### src/rtl/keypad_entry_ctrl_pkg.sv
// Shared types and helpers for the keypad entry controller.
package keypad_entry_ctrl_pkg;

  localparam int DIGIT_W = 4;

  typedef enum logic [2:0] {
    IDLE    = 3'd0,
    COLLECT = 3'd1,
    SUBMIT  = 3'd2,
    WAIT    = 3'd3,
    UNLOCK  = 3'd4,
    LOCKED  = 3'd5
  } state_t;

  // Bits needed to hold the values 0..n-1 (at least one bit).
  function automatic int clog2w(input int n);
    int w;
    w = 1;
    while ((1 << w) < n) w++;
    return w;
  endfunction

endpackage

### src/rtl/keypad_entry_ctrl_if.sv
// Keypad-side and checker-side signals of the entry controller.
interface keypad_entry_ctrl_if
  import keypad_entry_ctrl_pkg::*;
#(
  parameter int DIGITS = 3
) ();

  localparam int PW = DIGIT_W * DIGITS;
  localparam int CW = clog2w(DIGITS + 1);

  logic               key_valid;
  logic [DIGIT_W-1:0] key_code;
  logic               key_clear;
  logic               key_submit;
  logic               access;
  logic               alarm;
  logic [PW-1:0]      pass_word;
  logic               enter;
  logic [CW-1:0]      digit_cnt;
  logic               busy;
  logic               unlocked;
  logic               locked_out;
  logic               bad_entry;
  logic               fail;

  modport slave (
    input  key_valid, key_code, key_clear, key_submit, access, alarm,
    output pass_word, enter, digit_cnt, busy, unlocked, locked_out, bad_entry, fail
  );

  modport master (
    output key_valid, key_code, key_clear, key_submit, access, alarm,
    input  pass_word, enter, digit_cnt, busy, unlocked, locked_out, bad_entry, fail
  );

endinterface

### src/rtl/keypad_entry_ctrl_down_timer.sv
// Loadable down-counter; done is high while the count sits at zero.
module keypad_entry_ctrl_down_timer #(
  parameter int W = 10
) (
  input  logic         clk,
  input  logic         rstn,
  input  logic         load,
  input  logic [W-1:0] load_val,
  output logic         done
);

  logic [W-1:0] count;

  always_ff @(posedge clk or negedge rstn) begin
    if (!rstn) begin
      count <= '0;
    end else if (load) begin
      count <= load_val;
    end else if (count != '0) begin
      count <= count - W'(1);
    end
  end

  assign done = (count == '0);

endmodule

### src/rtl/keypad_entry_ctrl.sv
// Keypad front end: assembles hex digits into a password, strobes it into
// the checker, then acts on the access/alarm verdict.
//
//   state   | meaning
//   IDLE    | empty buffer, waiting for a first key
//   COLLECT | partial/full entry held, idle timeout running
//   SUBMIT  | enter strobe high, pass_word frozen
//   WAIT    | checker response delay, verdict sampled at terminal count
//   UNLOCK  | door-release window, keys ignored
//   LOCKED  | lockout latched until reset
module keypad_entry_ctrl
  import keypad_entry_ctrl_pkg::*;
#(
  parameter int DIGITS        = 3,
  parameter int ENTER_W       = 2,
  parameter int RESP_WAIT     = 2,
  parameter int TIMEOUT       = 1000,
  parameter int UNLOCK_CYCLES = 500
) (
  input logic                 clk,
  input logic                 rstn,
  keypad_entry_ctrl_if.slave  bus
);

  localparam int PW   = DIGIT_W * DIGITS;
  localparam int CW   = clog2w(DIGITS + 1);
  localparam int TM_A = (TIMEOUT > UNLOCK_CYCLES) ? TIMEOUT : UNLOCK_CYCLES;
  localparam int TM_B = (ENTER_W > RESP_WAIT) ? ENTER_W : RESP_WAIT;
  localparam int TMAX = (TM_A > TM_B) ? TM_A : TM_B;
  localparam int TW   = clog2w(TMAX + 1);

  localparam logic [CW-1:0] CNT_FULL   = CW'(DIGITS);
  localparam logic [TW-1:0] LD_TIMEOUT = TW'(TIMEOUT - 1);
  localparam logic [TW-1:0] LD_ENTER   = TW'(ENTER_W - 1);
  localparam logic [TW-1:0] LD_RESP    = TW'(RESP_WAIT);
  localparam logic [TW-1:0] LD_UNLOCK  = TW'(UNLOCK_CYCLES - 1);

  state_t        state, state_nxt;
  logic [PW-1:0] pw_q, pw_nxt;
  logic [CW-1:0] cnt_q, cnt_nxt;
  logic          enter_q, enter_nxt;
  logic          busy_q, busy_nxt;
  logic          unl_q, unl_nxt;
  logic          lock_q, lock_nxt;
  logic          bad_q, bad_nxt;
  logic          fail_q, fail_nxt;
  logic          tmr_load;
  logic [TW-1:0] tmr_val;
  logic          tmr_done;

  keypad_entry_ctrl_down_timer #(.W(TW)) u_tmr (
    .clk      (clk),
    .rstn     (rstn),
    .load     (tmr_load),
    .load_val (tmr_val),
    .done     (tmr_done)
  );

  always_ff @(posedge clk or negedge rstn) begin
    if (!rstn) begin
      state   <= IDLE;
      pw_q    <= '0;
      cnt_q   <= '0;
      enter_q <= 1'b0;
      busy_q  <= 1'b0;
      unl_q   <= 1'b0;
      lock_q  <= 1'b0;
      bad_q   <= 1'b0;
      fail_q  <= 1'b0;
    end else begin
      state   <= state_nxt;
      pw_q    <= pw_nxt;
      cnt_q   <= cnt_nxt;
      enter_q <= enter_nxt;
      busy_q  <= busy_nxt;
      unl_q   <= unl_nxt;
      lock_q  <= lock_nxt;
      bad_q   <= bad_nxt;
      fail_q  <= fail_nxt;
    end
  end

  always_comb begin
    state_nxt = state;
    pw_nxt    = pw_q;
    cnt_nxt   = cnt_q;
    enter_nxt = 1'b0;
    unl_nxt   = 1'b0;
    lock_nxt  = 1'b0;
    bad_nxt   = 1'b0;
    fail_nxt  = 1'b0;
    tmr_load  = 1'b0;
    tmr_val   = '0;

    // An alarm from the checker overrides everything short of reset.
    if (state != LOCKED && bus.alarm) begin
      state_nxt = LOCKED;
      pw_nxt    = '0;
      cnt_nxt   = '0;
      lock_nxt  = 1'b1;
    end else begin
      case (state)
        IDLE, COLLECT: begin
          if (bus.key_clear) begin
            state_nxt = IDLE;
            pw_nxt    = '0;
            cnt_nxt   = '0;
          end else if (bus.key_submit) begin
            if (cnt_q == CNT_FULL) begin
              state_nxt = SUBMIT;
              enter_nxt = 1'b1;
              tmr_load  = 1'b1;
              tmr_val   = LD_ENTER;
            end else begin
              state_nxt = IDLE;
              bad_nxt   = 1'b1;
              pw_nxt    = '0;
              cnt_nxt   = '0;
            end
          end else if (bus.key_valid && cnt_q != CNT_FULL) begin
            state_nxt = COLLECT;
            pw_nxt    = {pw_q[PW-DIGIT_W-1:0], bus.key_code};
            cnt_nxt   = cnt_q + CW'(1);
            tmr_load  = 1'b1;
            tmr_val   = LD_TIMEOUT;
          end else if (state == COLLECT && tmr_done) begin
            state_nxt = IDLE;
            pw_nxt    = '0;
            cnt_nxt   = '0;
          end
        end
        SUBMIT: begin
          if (tmr_done) begin
            state_nxt = WAIT;
            tmr_load  = 1'b1;
            tmr_val   = LD_RESP;
          end else begin
            enter_nxt = 1'b1;
          end
        end
        WAIT: begin
          if (tmr_done) begin
            pw_nxt  = '0;
            cnt_nxt = '0;
            if (bus.access) begin
              state_nxt = UNLOCK;
              unl_nxt   = 1'b1;
              tmr_load  = 1'b1;
              tmr_val   = LD_UNLOCK;
            end else begin
              state_nxt = IDLE;
              fail_nxt  = 1'b1;
            end
          end
        end
        UNLOCK: begin
          if (tmr_done) begin
            state_nxt = IDLE;
          end else begin
            unl_nxt = 1'b1;
          end
        end
        LOCKED: begin
          lock_nxt = 1'b1;
        end
        default: begin
          state_nxt = IDLE;
          pw_nxt    = '0;
          cnt_nxt   = '0;
        end
      endcase
    end

    busy_nxt = (state_nxt == SUBMIT) || (state_nxt == WAIT) ||
               (state_nxt == UNLOCK) || (state_nxt == LOCKED);
  end

  assign bus.pass_word  = pw_q;
  assign bus.digit_cnt  = cnt_q;
  assign bus.enter      = enter_q;
  assign bus.busy       = busy_q;
  assign bus.unlocked   = unl_q;
  assign bus.locked_out = lock_q;
  assign bus.bad_entry  = bad_q;
  assign bus.fail       = fail_q;

endmodule

### src/flat_wrapper.sv
// flat-port wrapper written by rule: the top's interface ports become plain ports
module keypad_entry_ctrl_flat import keypad_entry_ctrl_pkg::*;
#(
  parameter int DIGITS        = 3,
  parameter int ENTER_W       = 2,
  parameter int RESP_WAIT     = 2,
  parameter int TIMEOUT       = 1000,
  parameter int UNLOCK_CYCLES = 500
)
  (clk, rstn, bus_key_valid, bus_key_code, bus_key_clear, bus_key_submit, bus_access, bus_alarm, bus_pass_word, bus_enter, bus_digit_cnt, bus_busy, bus_unlocked, bus_locked_out, bus_bad_entry, bus_fail);
  keypad_entry_ctrl_if #(.DIGITS(DIGITS)) bus_i ();
  input logic clk;
  input logic rstn;
  input wire logic [$bits(bus_i.key_valid)-1:0] bus_key_valid;
  input wire logic [$bits(bus_i.key_code)-1:0] bus_key_code;
  input wire logic [$bits(bus_i.key_clear)-1:0] bus_key_clear;
  input wire logic [$bits(bus_i.key_submit)-1:0] bus_key_submit;
  input wire logic [$bits(bus_i.access)-1:0] bus_access;
  input wire logic [$bits(bus_i.alarm)-1:0] bus_alarm;
  output wire logic [$bits(bus_i.pass_word)-1:0] bus_pass_word;
  output wire logic [$bits(bus_i.enter)-1:0] bus_enter;
  output wire logic [$bits(bus_i.digit_cnt)-1:0] bus_digit_cnt;
  output wire logic [$bits(bus_i.busy)-1:0] bus_busy;
  output wire logic [$bits(bus_i.unlocked)-1:0] bus_unlocked;
  output wire logic [$bits(bus_i.locked_out)-1:0] bus_locked_out;
  output wire logic [$bits(bus_i.bad_entry)-1:0] bus_bad_entry;
  output wire logic [$bits(bus_i.fail)-1:0] bus_fail;
  assign bus_i.key_valid = bus_key_valid;
  assign bus_i.key_code = bus_key_code;
  assign bus_i.key_clear = bus_key_clear;
  assign bus_i.key_submit = bus_key_submit;
  assign bus_i.access = bus_access;
  assign bus_i.alarm = bus_alarm;
  assign bus_pass_word = bus_i.pass_word;
  assign bus_enter = bus_i.enter;
  assign bus_digit_cnt = bus_i.digit_cnt;
  assign bus_busy = bus_i.busy;
  assign bus_unlocked = bus_i.unlocked;
  assign bus_locked_out = bus_i.locked_out;
  assign bus_bad_entry = bus_i.bad_entry;
  assign bus_fail = bus_i.fail;
  keypad_entry_ctrl #(.DIGITS(DIGITS), .ENTER_W(ENTER_W), .RESP_WAIT(RESP_WAIT), .TIMEOUT(TIMEOUT), .UNLOCK_CYCLES(UNLOCK_CYCLES)) u_core (.clk(clk), .rstn(rstn), .bus(bus_i));
endmodule
### config.mk
export PLATFORM = sky130hd
export DESIGN_NAME = keypad_entry_ctrl_flat
export DESIGN_NICKNAME = d
export VERILOG_FILES = /design/src/rtl/keypad_entry_ctrl_pkg.sv /design/src/rtl/keypad_entry_ctrl_if.sv /design/src/rtl/keypad_entry_ctrl_down_timer.sv /design/src/rtl/keypad_entry_ctrl.sv /design/src/flat_wrapper.sv
export SDC_FILE = /design/constraint.sdc
export NUM_CORES = 1
export LEC_CHECK = 0
export ABC_AREA = 1
export CAP_MARGIN = 20
export CORE_MARGIN = 5
export CORE_UTILIZATION = 35
export DETAILED_ROUTE_END_ITERATION = 6
export SYNTH_ARGS = -nofsm -noshare
export SYNTH_HDL_FRONTEND = slang
export SYNTH_HIERARCHICAL = 1
export SYNTH_SLANG_ARGS = --single-unit
### constraint.sdc
create_clock -name clk -period 5.8 [get_ports clk]
set_clock_uncertainty 0.05 [all_clocks]
set_input_delay 1.16 -clock clk [delete_from_list [all_inputs] [get_ports clk]]
set_output_delay 1.16 -clock clk [all_outputs]
set_load 0.01 [all_outputs]
==> results.py, run 1 <==
metrics = {
    "sta": {
        "tns_ps": 0,
        "hold_violations": 0,
        "maxSlewViolCount": 0,
        "setup_viol": 0,
        "holdWs_ps": 456,
        "fin_ws_ps": 2770,
        "max_freq_ghz": 0.331,
        "fin_crit_sh_pct": 52.2,
        "period_needed_ps": 3030,
        "rsz0062_at_grt": "false",
    },
    "layout": {
        "syn2layout_area_growth_pct": 24.2,
        "final_util_pct": 45.5,
        "final_area_sq_um": 2370,
        "final_layout_size_suffix_gt1_share_pct": 16.5,
        "fin_nets": 272,
        "ff_latch_area_sq_um": 826,
        "diodes": 0,
        "nFillCells": 552,
        "multi_input_area_sq_um": 933,
    },
    "worst_setup_path": {
        "r2r-start": "u_core/u_tmr/count[0]$_DFFE_PN0P_",
        "path_cells": "clkdlybuf4s50_1 -> nand3_1 -> nor2_4 -> nand2_1 -> nand3_1 -> inv_1 -> or2_2 -> nand2_1 -> nor2_1",
        "cp_slowest_stage_delay_ps": 590,
        "path_delay_family": "simple AND/OR/NAND/NOR gates",
        "r2r_end": "u_core/u_tmr/count[8]$_DFFE_PN0P_",
        "cp_max_fo": 15,
        "slowest_stage": "clkdlybuf4s50_1",
        "r2r_slack_ps": 2840,
        "arrival_ps": 3140,
        "crit_buf_inv": 2,
        "endpoint_kind": "register",
        "path_class": "in2reg",
        "worstPathRequired_ps": 5920,
        "startpoint_type": "primary input",
        "rr_worst_depth": 16,
    },
    "clock_tree": {
        "root_buffer": "clkbuf_8",
        "clkTransAtPathRegs_ps": 70,
        "cts_setup_buffers": 0,
        "clock-sinks": 33,
        "cts_buffers": 5,
        "htreeDepth": 2,
        "clk_path_buf_depth": 2,
        "clk_latency_ps": 280,
        "cts-hold-fix-buffers": 0,
        "cts_tree": "yes",
        "cts_resized": 0,
    },
    "yosys": {
        "syn_inst": 225,
        "ys_ff_latch": 33,
        "synth_nets": 238,
        "yosys_warnings": 6,
        "synth_area_sq_um": 1910,
        "synth_edf_count": 0,
        "syn_area_per_cell_sq_um": 8.47,
        "ys_seq_area_share_pct": 43.3,
        "synth_flop_cell": "dfrtp_1",
        "async_flop_share_pct": 100,
        "synth_cell_type_count": 32,
    },
    "grt": {
        "grtUsageMet1_pct": 14.5,
        "grtUsageTotal_pct": 11.6,
        "grt_max_degree": 34,
        "antenna_found_initial": 0,
        "grt_pass1_wl_microns": 6770,
        "grt_pass1_vias": 1559,
        "grt.overflow.total": 0,
        "grt.busiest_layer": "met2",
        "use_met2_pct": 19.5,
        "grt_use_met3_pct": 3.36,
    },
    "placed_design": {
        "place.gp.congestion": 0.792,
        "io_buffer_count": 30,
        "dp_hpwl_microns": 2730,
        "pre_cts_ws_ps": 2470,
        "place_area_sq_um": 2250,
    },
    "drt": {
        "totalWireLength_microns": 3640,
        "wire_per_inst_microns": 11.0,
        "vias_per_cell": 4.45,
        "drtPass1Iterations": 4,
        "vias": 1468,
        "drtAntennaViolNets": 0,
        "drc_errors": 0,
        "drtIter0Drc": 37,
    },
    "floorplan": {
        "core_sq_um": 5200,
        "die_y_microns": 83.8,
        "top_level_ports": 31,
        "die_x_microns": 83.8,
        "start_util_pct": 36.6,
        "num_rows": 26,
        "dieArea_sq_um": 7020,
    },
    "pwr": {
        "pwr-share-clk_pct": 25.0,
        "power_density_nw_per_um2": 376,
        "sw_frac_of_total_pct": 38.2,
        "p_switching_mw": 0.340,
        "peakVddDrop_uv": 169,
        "leakagePower_nw": 1.17,
        "p_comb_share_pct": 37.4,
        "intPower_mw": 0.550,
        "power_frac_seq_pct": 37.6,
    },
    "hold_path": {
        "hold_path_class": "reg2reg",
        "worstHoldPathCells": 2,
        "hold_start": "u_core/bus.pass_word[11]$_DFFE_PN0P_",
        "whs_endpoint": "u_core/bus.pass_word[11]$_DFFE_PN0P_",
    },
    "job": {
        "maxCapViolations": 0,
    },
    "outcome": {
        "status": "finished, final reports clean",
    },
}
[logic make-up (layout without fill, tap and decap cells)]
family | after synthesis | after routing | synth area share (%)
xor gates and xnor gates | 4 | 4 | 1.84
buffers and inverters | 29 | 64 | 7.68
and+or+nand+nor | 142 | 142 | 41.8
other | 1 | 1 | 0.197
AOI/OAI and AO/OA | 14 | 14 | 3.87
adders and majority gates | 2 | 2 | 1.31
DFF | 33 | 33 | 43.3
[per-layer routing]
layer	routed length, microns	share of wire [%]	vias up
met4	38	1.0	0
li1	-	-	773
met1	1740	48	667
met2	1690	46	24
met5	0	0	-
met3	168	4.6	4
[through the flow]
stage               std cells  total power, mW
finish                    330            0.890
global route              330            0.963
CTS                       330            0.901
detailed placement        322            0.676
global placement          322            0.676
floorplan                 225            0.596
[tightest hold or removal path: stages (launching register included)]
cell	delay, ps
dfrtp_1	360
nand3_2	70
nand2_1	50
[area by class of cell]
type,count,share of cell area [%]
multi-input cells,163,39.4
clock inverters,1,1.27
well taps,70,3.70
flip-flops and latches,33,34.9
clock buffers,7,3.65
inverters,25,4.07
repair buffers,31,13.0
[power by group through the flow]
stage	sequential [mW]	combinational, mW	clock [mW]
CTS	0.336	0.338	0.226
global placement	0.341	0.336	0
global route	0.344	0.384	0.236
finish	0.335	0.333	0.222
detailed placement	0.340	0.336	0
floorplan	0.339	0.257	0
[synth_stat cells (3+ instances only)]
cell type | n | share of area, %
a21oi_1 | 4 | 1.1
dfrtp_1 | 33 | 43
inv_1 | 22 | 4.3
nand2_1 | 73 | 14
nand2_4 | 4 | 2.4
nand3_1 | 15 | 3.9
nand3_2 | 11 | 5.8
nor2_1 | 18 | 3.5
nor2_2 | 4 | 1.3
nor2_4 | 6 | 3.5
o21ai_0 | 3 | 0.79
o21ai_1 | 5 | 1.3
xor2_1 | 3 | 1.4
[registers in the layout, indices dropped and copies added (netlist names)]
| register | flops |
|---|---|
| u_core/bus.bad_entry | 1 |
| u_core/bus.busy | 1 |
| u_core/bus.digit_cnt | 2 |
| u_core/bus.enter | 1 |
| u_core/bus.fail | 1 |
| u_core/bus.locked_out | 1 |
| u_core/bus.pass_word | 12 |
| u_core/bus.unlocked | 1 |
| u_core/state | 3 |
| u_core/u_tmr/count | 10 |
[worst max path at each step]
stage,startpoint,end,slack [ps],cells past startpoint
2_1_floorplan,bus_key_clear,u_core/u_tmr/count[8]$_DFFE_PN0P_,3350,11
3_3_place_gp,bus_key_submit,u_core/u_tmr/count[8]$_DFFE_PN0P_,2520,9
3_5_place_dp,bus_key_submit,u_core/u_tmr/count[8]$_DFFE_PN0P_,2470,9
4_1_cts,bus_key_submit,u_core/u_tmr/count[8]$_DFFE_PN0P_,2760,9
5_1_grt,u_core/u_tmr/count[0]$_DFFE_PN0P_,u_core/u_tmr/count[8]$_DFFE_PN0P_,2470,16
6_report,bus_key_submit,u_core/u_tmr/count[8]$_DFFE_PN0P_,2770,9
[layout by cell type, fill, tap and decap left out, drive strengths merged]
cell           instances
conb                   1
ha                     2
nand2                 79
buf                    1
inv                   25
nand3                 26
nor4                   2
nand4                  4
clkdlybuf4s50         30
dfrtp                 33
xor2                   3
o211ai                 1
a21oi                  4
o21ai                  8
or2                    1
a31oi                  1
nor2                  30
clkbuf                 7
xnor2                  1
bufinv                 1
Note: power is estimated with default switching activity, not from simulation.
==> inputs of run 2 (changes only) <==
- clock period: 5.8 -> 2.9 ns (I/O delays scaled with it)
==> run 2 against run 1 <==
  * Design area decreased by 1.1%
  * Worst setup slack worse by 2400 ps
  * Combinational power is 100% higher
  * Wire length grew 6.9%
  * Power increased by 88%
  * Sequential power increased by 100%
  * Cell count is 0.30% higher
  * Clock power rose by 50%
  * Critical path type is now reg2reg
  * Largest cell class unchanged
==> results.py, run 2 (same netlist as run 1, synthesis figures left out) <==
metrics = {
    "outcome": {
        "status": "finished, final reports clean",
    },
    "pwr": {
        "power_density_nw_per_um2": 716,
        "p_total_mw": 1.68,
        "peakVddDrop_uv": 329,
        "sw_frac_of_total_pct": 41.2,
        "p_comb_share_pct": 39.8,
        "intPower_mw": 0.986,
        "power_frac_seq_pct": 40.3,
        "p_switching_mw": 0.690,
        "pwr-share-clk_pct": 19.9,
        "leakagePower_nw": 1.16,
    },
    "floorplan": {
        "num_rows": 26,
        "start_util_pct": 36.6,
        "top_level_ports": 31,
        "die_y_microns": 83.8,
        "dieArea_sq_um": 7020,
        "core_sq_um": 5200,
        "die_x_microns": 83.8,
    },
    "worst_setup_path": {
        "startpoint_type": "register",
        "arrival_ps": 2620,
        "endpoint_kind": "register",
        "cp_max_fo": 6,
        "r2r_slack_ps": 410,
        "worstPathRequired_ps": 3030,
        "path_class": "reg2reg",
    },
    "sta": {
        "fin_crit_sh_pct": 85.9,
        "setup_viol": 0,
        "maxSlewViolCount": 0,
        "period_needed_ps": 2490,
        "rsz0062_at_grt": "false",
        "tns_ps": 0,
        "max_freq_ghz": 0.401,
        "hold_violations": 0,
    },
    "clock_tree": {
        "cts_buffers": 5,
        "cts_tree": "yes",
        "cts_resized": 0,
        "clock-sinks": 33,
        "clk_latency_ps": 280,
        "root_buffer": "clkbuf_8",
        "clk_path_buf_depth": 2,
        "clkTransAtPathRegs_ps": 70,
        "cts-hold-fix-buffers": 0,
        "htreeDepth": 2,
        "cts_setup_buffers": 0,
    },
    "layout": {
        "nFillCells": 548,
        "multi_input_area_sq_um": 933,
        "final_layout_size_suffix_gt1_share_pct": 16.9,
        "largest_reg_flops": 12,
        "diodes": 0,
        "final_common_cell": "nand2_1",
        "fin_nets": 273,
        "syn2layout_area_growth_pct": 22.8,
        "ff_latch_area_sq_um": 826,
        "final_cell_mix": "nand2_1, dfrtp_1, clkdlybuf4s50_1, inv_1, nor2_1",
    },
    "grt": {
        "grt_pass1_vias": 1492,
        "antenna_found_initial": 0,
        "grt_pass1_wl_microns": 6900,
        "grtUsageTotal_pct": 12.0,
        "grt.overflow.total": 0,
        "grt_max_degree": 34,
    },
    "placed_design": {
        "io_buffer_count": 30,
        "dp_hpwl_microns": 2860,
        "place.gp.congestion": 0.831,
    },
    "job": {
        "maxCapViolations": 0,
    },
    "drt": {
        "drc_errors": 0,
        "vias_per_cell": 4.44,
        "totalWireLength_microns": 3890,
        "drtPass1Iterations": 4,
        "vias": 1468,
        "wire_per_inst_microns": 11.8,
        "drtIter0Drc": 47,
        "drtAntennaViolNets": 0,
    },
    "hold_path": {
        "hold_path_class": "reg2reg",
    },
}
## run 2: metrics by stage
step | utilization (%) | setup WS, ps | std cells | hold WS, ps | area [sq um]
final | 45.0 | 408 | 331 | 451 | 2340
after global routing | 45.0 | 26.7 | 331 | 491 | 2340
after CTS | 45.0 | 395 | 331 | 457 | 2340
after detailed placement | 43.4 | 410 | 323 | 436 | 2260
after global placement | 43.4 | 479 | 323 | 442 | 2260
after floorplan | - | 548 | 225 | 234 | 1910
## run 2: worst max-delay path, cell delays in order, from the launching register on
cell and delay (ps):
dfrtp_1 380, inv_1 90, ha_1 240, inv_1 50
nor2_1 140, nand4_2 130, nor2_4 160, nand2_1 150
inv_1 110, nand3_1 100, nand2_1 100, nand2_1 90
nand3_1 100, inv_1 120, or2_2 290, nand2_1 70
nor2_1 30
## run 2: final cells by class
cell class | count | area share [%]
inverters | 25 | 4.12
clock inverters | 2 | 0.428
well taps | 70 | 3.74
clock buffers | 6 | 3.10
repair buffers | 32 | 13.5
flip-flops and latches | 33 | 35.3
multi-input cells | 163 | 39.9
## run 2: path summary, 6_finish.rpt
path	cells after the start	startpoint	to
setup / recovery	16	u_core/u_tmr/count[0]$_DFFE_PN0P_	u_core/u_tmr/count[8]$_DFFE_PN0P_
hold / removal	2	u_core/bus.pass_word[5]$_DFFE_PN0P_	u_core/bus.pass_word[9]$_DFFE_PN0P_
setup reg to reg	16	u_core/u_tmr/count[0]$_DFFE_PN0P_	u_core/u_tmr/count[8]$_DFFE_PN0P_
hold reg to reg	2	u_core/bus.pass_word[5]$_DFFE_PN0P_	u_core/bus.pass_word[9]$_DFFE_PN0P_
max in group asynchronous	2	rstn	u_core/state[2]$_DFF_PN0_
min in group asynchronous	2	rstn	u_core/bus.bad_entry$_DFF_PN0_
## run 2: power by group through the flow
stage                     Combinational, mW  Sequential, mW  Clock (mW)
final                                 0.666           0.675       0.334
after global routing                  0.759           0.690       0.373
after floorplan                       0.513           0.679           0
after CTS                             0.678           0.676       0.352
after detailed placement              0.674           0.685           0
after global placement                0.666           0.682           0
## run 2: layer usage
layer / part of all wire, % / GRT usage (%) / vias to the layer above
met5: 0 / 0 / -
met2: 47 / 19.8 / 30
li1: - / - / 776
met1: 47 / 15.3 / 655
met3: 4.5 / 3.16 / 7
met4: 1.4 / 3.95 / 0
